## src/rtl/alu_cmd_seq.sv

```systemverilog
// Command sequencer for the ALU math stage: serializes one opcode/operand command
// onto the ALU byte bus, waits for the ALU done pulse and returns a response.
module alu_cmd_seq #(
  parameter int unsigned TIMEOUT = 16
) (
  input  logic        clk,
  input  logic        rst,
  input  logic        cmd_valid,
  output logic        cmd_ready,
  input  logic [3:0]  cmd_op,
  input  logic [15:0] cmd_a,
  input  logic [15:0] cmd_b,
  output logic        ctl,
  output logic [7:0]  dat,
  input  logic [31:0] alu_result,
  input  logic        alu_ready,
  output logic        rsp_valid,
  input  logic        rsp_ready,
  output logic [31:0] rsp_result,
  output logic [3:0]  rsp_op,
  output logic        rsp_err
);

  localparam int unsigned OP_W   = 4;
  localparam int unsigned OPND_W = 16;
  localparam int unsigned RES_W  = 32;
  localparam int unsigned BYTE_W = 8;
  localparam int unsigned CNT_W  = 8;
  localparam logic [OP_W-1:0] OP_LAST_LEGAL = 4'd9;

  typedef enum logic [2:0] {
    ST_IDLE,
    ST_SEND_OP,
    ST_SEND_AM,
    ST_SEND_AL,
    ST_SEND_BM,
    ST_SEND_BL,
    ST_WAIT,
    ST_RESP
  } state_t;

  state_t              r_state;
  state_t              w_state_nxt;
  logic [OP_W-1:0]     r_op;
  logic [OPND_W-1:0]   r_a;
  logic [OPND_W-1:0]   r_b;
  logic [CNT_W-1:0]    r_cnt;
  logic                r_ctl;
  logic [BYTE_W-1:0]   r_dat;
  logic                r_rsp_valid;
  logic [RES_W-1:0]    r_rsp_result;
  logic [OP_W-1:0]     r_rsp_op;
  logic                r_rsp_err;

  logic                w_accept;
  logic                w_need_a;
  logic                w_need_b;
  logic                w_timeout;
  logic [CNT_W-1:0]    w_cnt_nxt;
  logic                w_ctl_nxt;
  logic [BYTE_W-1:0]   w_dat_nxt;
  logic                w_rsp_valid_nxt;
  logic [RES_W-1:0]    w_rsp_result_nxt;
  logic [OP_W-1:0]     w_rsp_op_nxt;
  logic                w_rsp_err_nxt;

  assign cmd_ready  = (r_state == ST_IDLE) && !rst;
  assign w_accept   = cmd_valid && cmd_ready;
  // Operand usage per opcode: A for ADD..INC_A and ACCUM, B for ADD..DIV_B_A and INC_B.
  assign w_need_a   = (r_op <= 4'd6) || (r_op == 4'd9);
  assign w_need_b   = (r_op <= 4'd5) || (r_op == 4'd7);
  assign w_timeout  = (r_state == ST_WAIT) && (r_cnt == CNT_W'(TIMEOUT - 1));
  assign w_cnt_nxt  = (r_state == ST_WAIT) ? r_cnt + 1'b1 : '0;

  assign ctl        = r_ctl;
  assign dat        = r_dat;
  assign rsp_valid  = r_rsp_valid;
  assign rsp_result = r_rsp_result;
  assign rsp_op     = r_rsp_op;
  assign rsp_err    = r_rsp_err;

  // State register
  always_ff @(posedge clk) begin
    if (rst) begin
      r_state <= ST_IDLE;
    end else begin
      r_state <= w_state_nxt;
    end
  end

  // Next-state logic
  always_comb begin
    w_state_nxt = r_state;
    case (r_state)
      ST_IDLE: begin
        if (w_accept) begin
          w_state_nxt = (cmd_op <= OP_LAST_LEGAL) ? ST_SEND_OP : ST_RESP;
        end
      end
      ST_SEND_OP: begin
        if (w_need_a) begin
          w_state_nxt = ST_SEND_AM;
        end else if (w_need_b) begin
          w_state_nxt = ST_SEND_BM;
        end else begin
          w_state_nxt = ST_WAIT;
        end
      end
      ST_SEND_AM: w_state_nxt = ST_SEND_AL;
      ST_SEND_AL: w_state_nxt = w_need_b ? ST_SEND_BM : ST_WAIT;
      ST_SEND_BM: w_state_nxt = ST_SEND_BL;
      ST_SEND_BL: w_state_nxt = ST_WAIT;
      ST_WAIT: begin
        if (alu_ready || w_timeout) begin
          w_state_nxt = ST_RESP;
        end
      end
      ST_RESP: begin
        if (rsp_ready) begin
          w_state_nxt = ST_IDLE;
        end
      end
      default: w_state_nxt = ST_IDLE;
    endcase
  end

  // Output logic: values the output registers take on the coming edge
  always_comb begin
    w_ctl_nxt        = (w_state_nxt == ST_SEND_OP);
    w_dat_nxt        = '0;
    w_rsp_valid_nxt  = (w_state_nxt == ST_RESP);
    w_rsp_result_nxt = r_rsp_result;
    w_rsp_op_nxt     = r_rsp_op;
    w_rsp_err_nxt    = r_rsp_err;
    case (w_state_nxt)
      ST_SEND_OP: w_dat_nxt = {4'h0, cmd_op};
      ST_SEND_AM: w_dat_nxt = r_a[15:8];
      ST_SEND_AL: w_dat_nxt = r_a[7:0];
      ST_SEND_BM: w_dat_nxt = r_b[15:8];
      ST_SEND_BL: w_dat_nxt = r_b[7:0];
      default:    w_dat_nxt = '0;
    endcase
    if (r_state == ST_IDLE && w_state_nxt == ST_RESP) begin
      w_rsp_result_nxt = '0;
      w_rsp_op_nxt     = cmd_op;
      w_rsp_err_nxt    = 1'b1;
    end else if (r_state == ST_WAIT && w_state_nxt == ST_RESP) begin
      // A done pulse on the last allowed cycle still counts as success.
      w_rsp_result_nxt = alu_ready ? alu_result : '0;
      w_rsp_op_nxt     = r_op;
      w_rsp_err_nxt    = !alu_ready;
    end
  end

  // Output, counter and command registers
  always_ff @(posedge clk) begin
    if (rst) begin
      r_op         <= '0;
      r_a          <= '0;
      r_b          <= '0;
      r_cnt        <= '0;
      r_ctl        <= 1'b0;
      r_dat        <= '0;
      r_rsp_valid  <= 1'b0;
      r_rsp_result <= '0;
      r_rsp_op     <= '0;
      r_rsp_err    <= 1'b0;
    end else begin
      if (w_accept) begin
        r_op <= cmd_op;
        r_a  <= cmd_a;
        r_b  <= cmd_b;
      end
      r_cnt        <= w_cnt_nxt;
      r_ctl        <= w_ctl_nxt;
      r_dat        <= w_dat_nxt;
      r_rsp_valid  <= w_rsp_valid_nxt;
      r_rsp_result <= w_rsp_result_nxt;
      r_rsp_op     <= w_rsp_op_nxt;
      r_rsp_err    <= w_rsp_err_nxt;
    end
  end

endmodule
```

## config.mk

```make
export PLATFORM = sky130hd
export DESIGN_NAME = alu_cmd_seq
export DESIGN_NICKNAME = d
export VERILOG_FILES = /design/src/rtl/alu_cmd_seq.sv
export SDC_FILE = /design/constraint.sdc
export NUM_CORES = 1
export LEC_CHECK = 0
export CORE_UTILIZATION = 52
export CTS_BUF_LIST = sky130_fd_sc_hd__clkbuf_4 sky130_fd_sc_hd__clkbuf_8
export DETAILED_ROUTE_END_ITERATION = 8
export PLACE_DENSITY = 0.85
export SETUP_SLACK_MARGIN = 0.02
export SLEW_MARGIN = 20
export SYNTH_ARGS = -nofsm -noshare
export SYNTH_HDL_FRONTEND = slang
export SYNTH_SLANG_ARGS = --single-unit
export TNS_END_PERCENT = 50
```

## constraint.sdc

```tcl
create_clock -name clk -period 5.6 [get_ports clk]
set_clock_uncertainty 0.1 [all_clocks]
set_input_delay 1.68 -clock clk [delete_from_list [all_inputs] [get_ports clk]]
set_output_delay 1.68 -clock clk [all_outputs]
set_load 0.02 [all_outputs]
```

==> flow_summary.json, run 1 <==
{
  "ys_seq_area_share_pct": 49.0,
  "end_kind": "primary output",
  "grt_max_degree": 48,
  "min_path_type": "reg -> reg",
  "fin_area_um2": 5290,
  "first_global_vias": 3401,
  "syn_inst": 449,
  "synth_area_leader_cell": "dfxtp_1",
  "area_growth_pct": 37.8,
  "avgSynthCellArea_um2": 8.55,
  "synthesis.area_um2": 3840,
  "nNetsFinal": 626,
  "synth_warnings": 0,
  "synth.top_cells.by_area": "dfxtp_1 49%, nand2_1 10%, nand3b_1 7.0%, nand3_1 5.1%, a21oi_1 4.7%",
  "vias": 3479,
  "clockBufferDepth": 2,
  "dieArea_um2": 7730,
  "hold_slack_ns": 0.347,
  "remaining_drc_errors": 0,
  "grt_pass1_wl_um": 15600,
  "io_pins": 121,
  "ant_nets": 0,
  "die_w_um": 87.9,
  "dr.pass1.iters": 5,
  "worst_slew_pin_slew_ns": 1.01,
  "port_buffers": 120,
  "synthFlopType": "dfxtp_1",
  "leakage_nw": 1.99,
  "num_rows": 30,
  "status": "finished, final reports clean",
  "place_area_um2": 5050,
  "crit_required_ns": 3.82,
  "timing.final.crit_share_pct": 86.5,
  "cts_resized": 0,
  "cp_max_fo": 3,
  "core_area_um2": 6980,
  "root_buffer": "clkbuf_8",
  "clk_latency_ns": 0.36,
  "rsz0062_at_grt": "no",
  "worstSetupPathType": "in -> out",
  "grt_remaining_overflow": 0,
  "timing.final.ws_setup_ns": 0.756,
  "hold_violations": 0,
  "critPathArrivalTime_ns": 3.06,
  "routed_wl_um": 9730,
  "post-place-ws_ns": 0.746,
  "slew_headroom_pct": 33.0,
  "die_y_um": 87.9,
  "setup_viol": 0,
  "antenna_found_initial": 0,
  "synthArstFlopShare_pct": 0,
  "peakVddDrop_uv": 174,
  "finalNonFillerCells": 652,
  "ys_types": 45,
  "yosys_register_bits": 94,
  "startpoint_type": "input pin",
  "initial_utilization_pct": 55.0,
  "diodes": 0,
  "drt_iter0_markers": 187,
  "final_cell_mix": "120 x clkdlybuf4s50_1, 105 x nand2_1, 94 x dfxtp_1, 39 x nand3_1",
  "grtUsageTotal_pct": 26.1,
  "power_mw": 1.50,
  "cts_buffers": 9,
  "hold_buffers": 0,
  "synth_fp_nets": 523,
  "p_per_area_nw_per_um2": 284,
  "maxSlewViolCount": 0,
  "gp_congestion": 0.806,
  "ctsHtreeMaxLevel": 3,
  "synth_edf_count": 0,
  "detailed_place_hpwl_um": 6650,
  "finalCriticalPeriod_ns": 4.84,
  "fmax_mhz": 206,
  "dp_cells": 637,
  "numClockSinks": 94,
  "wl_per_cell_um": 14.9,
  "netlist.area_leader.share_pct": 49.0,
  "path_clk_slew_ns": 0.08,
  "post-route-util_pct": 75.8,
  "post_cts_buffers": 0,
  "finalSetupTns_ns": 0,
  "layout_commonest_cell": "clkdlybuf4s50_1",
  "drive_gt1_share_pct": 7.01,
  "drv_cap": 0,
  "avgViaCountPerCell": 5.34,
  "tritoncts": "done"
}
-- area by class of cell --
class / count / area (um^2)
clock inverters: 5 / 106
flip-flops and latches: 94 / 1880
repair buffers: 125 / 1240
multi-input cells: 319 / 1800
well taps: 96 / 120
clock buffers: 10 / 138
fillers: 534 / 1690
inverters: 3 / 11.3
-- metal layers --
layer  vias up  GRT usage, %  wire [um]
met4         0          10.7        197
met3        23          5.18        584
met5         -             0          0
met2       114          46.1       4980
met1      1605          30.8       3970
li1       1737             -          -
-- flip-flops by register name, summed over array words and instances, names as in the netlist --
register	flops
ctl	1
dat	8
r_a	16
r_b	16
r_cnt	8
r_op	4
r_state	3
rsp_err	1
rsp_op	4
rsp_result	32
rsp_valid	1
-- report_power, final --
group          leakage (nW)  internal, mW  switching [mW]
logic                  1.11         0.114           0.113
clock network         0.119         0.308           0.237
registers             0.764         0.705          0.0271
total                  1.99          1.13           0.378
-- Yosys cell counts, types with 2 or more instances --
library cell and number:
or2_2 2, nand3_1 39, a222oi_1 4, nor2_2 2, dfxtp_1 94, mux2i_1 4
nor3_1 7, clkbuf_1 22, o211ai_2 2, a21oi_1 36, nor2_1 24, xnor2_1 4
nand3b_1 36, nand2_1 105, nand2b_1 3, nor2b_1 3, xor2_1 2, a22o_1 4
a21boi_1 4, o21ai_0 4, buf_1 2, buf_4 5, buf_2 3, nor4_1 4
inv_1 3, and3_1 5, mux2_2 4, o21a_1 5
-- critical path, stage by stage --
cell,delay (ns)
clkdlybuf4s50_1,0.44
nor4_2,0.27
clkdlybuf4s50_1,0.68
-- path summary, 6_finish.rpt --
| kind | from | to | slack, ns | cells after the start |
|---|---|---|---|---|
| min reg2reg | r_cnt[0] | r_cnt[0] | 0.35 | 1 |
| min | r_cnt[0] | r_cnt[0] | 0.35 | 1 |
| max | rst | cmd_ready | 0.76 | 3 |
| max reg2reg | r_state[0] | dat[0] | 2.93 | 6 |
-- logic make-up (layout without fill, tap and decap cells) --
| family | Yosys count | after routing | share of synthesized area (%) |
|---|---|---|---|
| buffers and inverters | 36 | 143 | 4.30 |
| XOR/XNOR | 6 | 6 | 1.37 |
| flip-flops | 94 | 94 | 49.0 |
| multiplexers | 8 | 8 | 2.21 |
| AND/OR/NAND/NOR | 238 | 238 | 31.2 |
| AO/OA/AOI/OAI | 66 | 66 | 11.6 |
| adder cells (fa/ha/maj) | 1 | 1 | 0.326 |
No activity file was read; power rests on OpenSTA's default activity.
==> inputs of run 2 (changes only) <==
Settings changed: SETUP_SLACK_MARGIN 0.02 to 0.05.
==> results of run 2 <==
No change in the layout: final DEF, timing and power equal those of run 1.
==> RTL edit 1: new RTL, settings of run 1 <==
Re-encode `state_t` (8 states) as one-hot, 8 bits wide.
--- a/src/rtl/alu_cmd_seq.sv
+++ b/src/rtl/alu_cmd_seq.sv
@@ -30,11 +30,11 @@
 
-  typedef enum logic [2:0] {
-    ST_IDLE,
-    ST_SEND_OP,
-    ST_SEND_AM,
-    ST_SEND_AL,
-    ST_SEND_BM,
-    ST_SEND_BL,
-    ST_WAIT,
-    ST_RESP
+  typedef enum logic [7:0] {
+    ST_IDLE    = 8'b00000001,
+    ST_SEND_OP = 8'b00000010,
+    ST_SEND_AM = 8'b00000100,
+    ST_SEND_AL = 8'b00001000,
+    ST_SEND_BM = 8'b00010000,
+    ST_SEND_BL = 8'b00100000,
+    ST_WAIT    = 8'b01000000,
+    ST_RESP    = 8'b10000000
   } state_t;
Formal check against the unedited RTL: no difference found for any inputs over 10 cycles, from zero or initial values and one cycle with rst high; not proved beyond that.
==> RTL edit 1 against run 1 <==
First-iteration DRC count up 67%; via count up 4.2%; synthesized area up 0.91%; combinational power down 22%; final area up 1.3%; wire length down 0.47%; setup slack better by 0.0090 ns; critical endpoint unchanged; cell count up 3.4%; synthesized cell count up 3.3%; power down 3.4%; highest routed layer unchanged; critical path type unchanged; sequential cell count up 5; core utilization down 1.5 points; global-route usage down 1.1 points.
==> RTL edit 1: results (changes against run 1) <==
* Run status: finished clean
* First-pass detailed-route iteration total at 5 (unchanged)
* Number of antenna violations at the first check in global routing at 0 (unchanged)
* Routed wire length at 9680 um (-0.47%)
* Switching fraction of total power at 0.241 (-0.0104)
* Latest clock arrival within the worst-skew pair at 0.34 ns (-0.02 ns)
* Placed cell areas at 0.00513 sq mm (+1.6%)
* Maximum number of pins on one net before global-route repair at 72 (+50%)
* Layout cells sized above 1 at 0.0504 (-0.0197)
* Sequential-to-total area share from yosys stat at 0.511 (+0.0214)
* Detailed placement HPWL at 6870 um (+3.4%)
* Number of nets in the finished design at 644 (+2.9%)
* Worst-path fanout max at 13 (+10)
* Static leakage at 1.87 nW (-6.0%)
* Post-synthesis cell count at 464 (+3.3%)
* Buffer count from post-CTS setup fixing at 0 (unchanged)
* Top cell types by occurrence after synthesis: nand2_1, dfxtp_1, a21oi_1
* Global-route wire length before repair at 15200 um (-3.1%)
* Warnings, synthesis at 0 (unchanged)
* Ranking of synthesized cells by area: dfxtp_1, nand2_1, a21oi_1
* Cell count after placement at 658 (+3.3%)
* Via count of the first global-routing pass at 3195 (-6.1%)
* Commonest register cell after synthesis: dfxtp_1
* Least-Margin Pin Slew at 1.05 ns (+0.0497 ns)
* Count of H-tree levels built during CTS at 3 (unchanged)
* Gp weighted congestion at 0.784 (-2.7%)
* CTS resizes at 0 (unchanged)
* Footprint of the multi-input gates at 0.00178 sq mm (-1.2%)
* Cell at the root of the clock tree: clkbuf_8
* Quantity of I/O buffers inserted on ports at 120 (unchanged)
* CTS clk-pin slew, worst paths at 0.10 ns (+0.02 ns)
* Clock Tree Buf Depth at 2 (unchanged)
* Number of nets produced by synthesis at 538 (+2.9%)
* Peak ir drop on the vdd network at 0.000167 V (-4.4%)
* Largest register FFs at 32 (unchanged)
* Final std cells w/o fill at 674 (+3.4%)
* Unique cell type count in the Yosys netlist at 41 (-8.9%)
* TritonCTS buffer count at 9 (unchanged)
* Detailed-route via count at 3625 (+4.2%)
* Total global-route track usage at 0.250 (-0.0107)
* Share of synthesized registers carrying an async set or reset at 0 (unchanged)
* Total of fill cells in the finished design at 542 (+1.5%)
* Count of final hold-check violations at 0 (unchanged)
* Data arrival time of the critical path at 3.05 ns (about the same)
* 1st-iter DRT viols at 312 (+67%)
* Min-Delay Path Class: flop to flop
* Setup Slack @ Placement at 0.759 ns (+0.0129 ns)
* # diodes at 0 (unchanged)
RTL edit 1: cell types whose count changed after synthesis, moves of 4 or more:
cell      delta
a21boi_1     -4
a22o_1       +4
a21oi_1     +12
a222oi_1     -4
a221oi_1     +8
buf_4        -5
dfxtp_1      +5
buf_2        +7
nor2_1       -4
nor3_1       -5
nand2_1     +10
mux2_2       -4
nand3b_1    -34
o21ai_0     +33
RTL edit 1: layout make-up:
| type | count | area share |
|---|---|---|
| sequential | 99 | 0.370 |
| multi-input combinational | 333 | 0.331 |
| timing repair buffer | 126 | 0.232 |
| clock buffer | 11 | 0.0271 |
| tap | 99 | 0.0231 |
| clock inverter | 5 | 0.0159 |
| inverter | 1 | 0.000700 |
RTL edit 1: final timing paths:
path,cells after the start,startpoint,slack (ns),endpoint
min reg2reg,2,rsp_result[5],0.35,rsp_result[5]
max,5,rst,0.77,cmd_ready
max reg2reg,7,r_state[2],2.82,rsp_result[23]
min,2,rsp_result[5],0.35,rsp_result[5]
RTL edit 1: logic make-up after synthesis:
logic type	after synthesis	share of synthesized area
multiplexers	4	0.0103
flip-flops	99	0.511
adder cells (fa/ha/maj)	1	0.00323
AND/OR/NAND/NOR	207	0.251
XOR/XNOR	6	0.0136
buffers and inverters	32	0.0342
AO/OA/AOI/OAI	115	0.176
RTL edit 1: layer usage:
metal  track usage  up-vias  part of all wire
li1              -     1813                 -
met1         0.316     1656              0.42
met2         0.418      139              0.49
met3        0.0494       17             0.065
met4         0.103        0             0.021
met5             0        -                 0
RTL edit 1: power groups by stage:
stage	Clock, mW	Combinational (mW)	Sequential [mW]
CTS	0.516	0.176	0.769
global placement	0	0.171	0.784
finish	0.508	0.176	0.770
detailed placement	0	0.174	0.785
global route	0.545	0.194	0.775
floorplan	0	0.0908	0.783
RTL edit 1: worst max-delay path, stage by stage:
cell and delay [ns]:
clkdlybuf4s50_1 0.45, buf_4 0.18, clkinv_1 0.09, and2_1 0.13, clkdlybuf4s50_1 0.53
==> RTL edit 2: new RTL, flow settings as in run 1 <==
Without the edit above. The parameter `TIMEOUT` goes from 16 to 15.
--- a/src/rtl/alu_cmd_seq.sv
+++ b/src/rtl/alu_cmd_seq.sv
@@ -3,3 +3,3 @@
 module alu_cmd_seq #(
-  parameter int unsigned TIMEOUT = 16
+  parameter int unsigned TIMEOUT = 15
 ) (
Formal check against the unedited RTL: same outputs for any inputs over 10 cycles, from zero or initial values and one cycle with rst high; that may be too few to reach the edited logic, so the function may still have changed.
==> RTL edit 2 against run 1 <==
Combinational power is 4% higher; synthesized area shrank 0.98%; setup slack worse by 0.018 ns; highest routed layer unchanged; sequential cell count unchanged; wire length is 2.1% lower; global-route usage is 0.31 points lower; count of clock-buffer cells in the layout is 1 higher; final area shrank 0.83%; power is 2.2% lower; core utilization down 0.22 points; critical path type unchanged; register-to-register slack better by 0.15 ns; clock power decreased by 9.4%.
==> RTL edit 2: results (changes against run 1) <==
* Placed cell areas at 0.00502 sq mm (-0.50%)
* Gp weighted congestion at 0.848 (+5.2%)
* Static leakage at 1.96 nW (-1.4%)
* Sequential-to-total area share from yosys stat at 0.495 (+0.00483)
* Number of nets in the finished design at 631 (+0.80%)
* Detailed placement HPWL at 6760 um (+1.6%)
* Data arrival time of the critical path at 3.08 ns (+0.02 ns)
* First-pass detailed-route iteration total at 4 (-1)
* Cell count after placement at 641 (+0.63%)
* Average cell area after synthesis at 8.45 sq um (-1.2%)
* Routed wire length at 9530 um (-2.1%)
* Peak ir drop on the vdd network at 0.000171 V (-1.8%)
* Run status: finished clean
* Via-per-instance ratio at 5.41 (+1.4%)
* 1st-iter DRT viols at 170 (-9.1%)
* Detailed-route via count at 3556 (+2.2%)
* Ranking of synthesized cells by area: dfxtp_1, nand2_1, nand3_1
* Unique cell type count in the Yosys netlist at 50 (+11%)
* Routed wl met2 at 4760 um (-4.5%)
* Via count of the first global-routing pass at 3419 (+0.53%)
* Cell-internal power at 1.09 mW (-3.7%)
* Worst slew margin at 0.575 (+0.245)
* Worst-path fanout max at 4 (+1)
* Top cell types by occurrence after synthesis: nand2_1, dfxtp_1, nand3_1
* Number of nets produced by synthesis at 525 (+0.38%)
* Total global-route track usage at 0.257 (-0.00308)
* Met3 WL post-DR at 637 um (+9.1%)
* Maximum number of pins on one net before global-route repair at 40 (-17%)
==> RTL edit 2: cell types whose count changed after synthesis, sizes merged, moves of 5 or more <==
cell    before  now
a22oi        0    8
nor3         8    1
clkbuf      22   13
nand3       39   72
o21a         5    0
buf         11   19
nand3b      37    1
==> RTL edit 2: layout make-up <==
cell class / count / area (sq um) / share of cell area
clock buffer: 11 / 139 / 0.0265
multi-input combinational: 320 / 1760 / 0.334
clock inverter: 5 / 83.8 / 0.0160
inverter: 4 / 15.0 / 0.00286
sequential: 94 / 1880 / 0.359
tap: 96 / 120 / 0.0229
timing repair buffer: 127 / 1250 / 0.239
==> RTL edit 2: critical path, cell delays in order <==
cell	delay, ns
clkdlybuf4s50_1	0.45
nor4_4	0.27
clkdlybuf4s50_1	0.67
==> RTL edit 2: per-stage QoR <==
stage	hold WS, ns	utilization	power, mW	setup slack (ns)
CTS	0.356	0.755	1.47	0.759
floorplan	0.326	-	0.890	1.64
detailed placement	0.344	0.723	0.990	0.765
global placement	0.337	0.723	0.984	0.780
finish	0.352	0.756	1.47	0.738
global route	0.376	0.756	1.53	0.668
==> RTL edit 2: worst paths after layout <==
kind | start | endpoint | slack, ns | cells past startpoint
min | rsp_result[9] | rsp_result[9] | 0.35 | 2
max | rst | cmd_ready | 0.74 | 3
max reg2reg | r_state[1] | dat[4] | 3.08 | 6
min reg2reg | rsp_result[9] | rsp_result[9] | 0.35 | 2
==> RTL edit 2: metal layers <==
| layer | vias up | global-route usage |
|---|---|---|
| met5 | - | 0 |
| met4 | 0 | 0.115 |
| met3 | 21 | 0.0427 |
| met2 | 156 | 0.463 |
| met1 | 1619 | 0.301 |
| li1 | 1760 | - |
==> RTL edit 2: kinds of logic after synthesis <==
| family | share of synthesized area |
|---|---|
| AOI/OAI and AO/OA | 0.153 |
| and+or+nand+nor | 0.278 |
| xor gates and xnor gates | 0.0138 |
| buffers and inverters | 0.0464 |
| DFF | 0.495 |
| muxes | 0.00790 |
| adders and majority gates | 0.00658 |
==> RTL edit 2: power groups by stage <==
| stage | clock network [mW] | registers, mW | logic (mW) |
|---|---|---|---|
| CTS | 0.498 | 0.741 | 0.235 |
| detailed placement | 0 | 0.756 | 0.234 |
| floorplan | 0 | 0.751 | 0.139 |
| global route | 0.529 | 0.747 | 0.256 |
| global placement | 0 | 0.754 | 0.230 |
| finish | 0.494 | 0.742 | 0.235 |
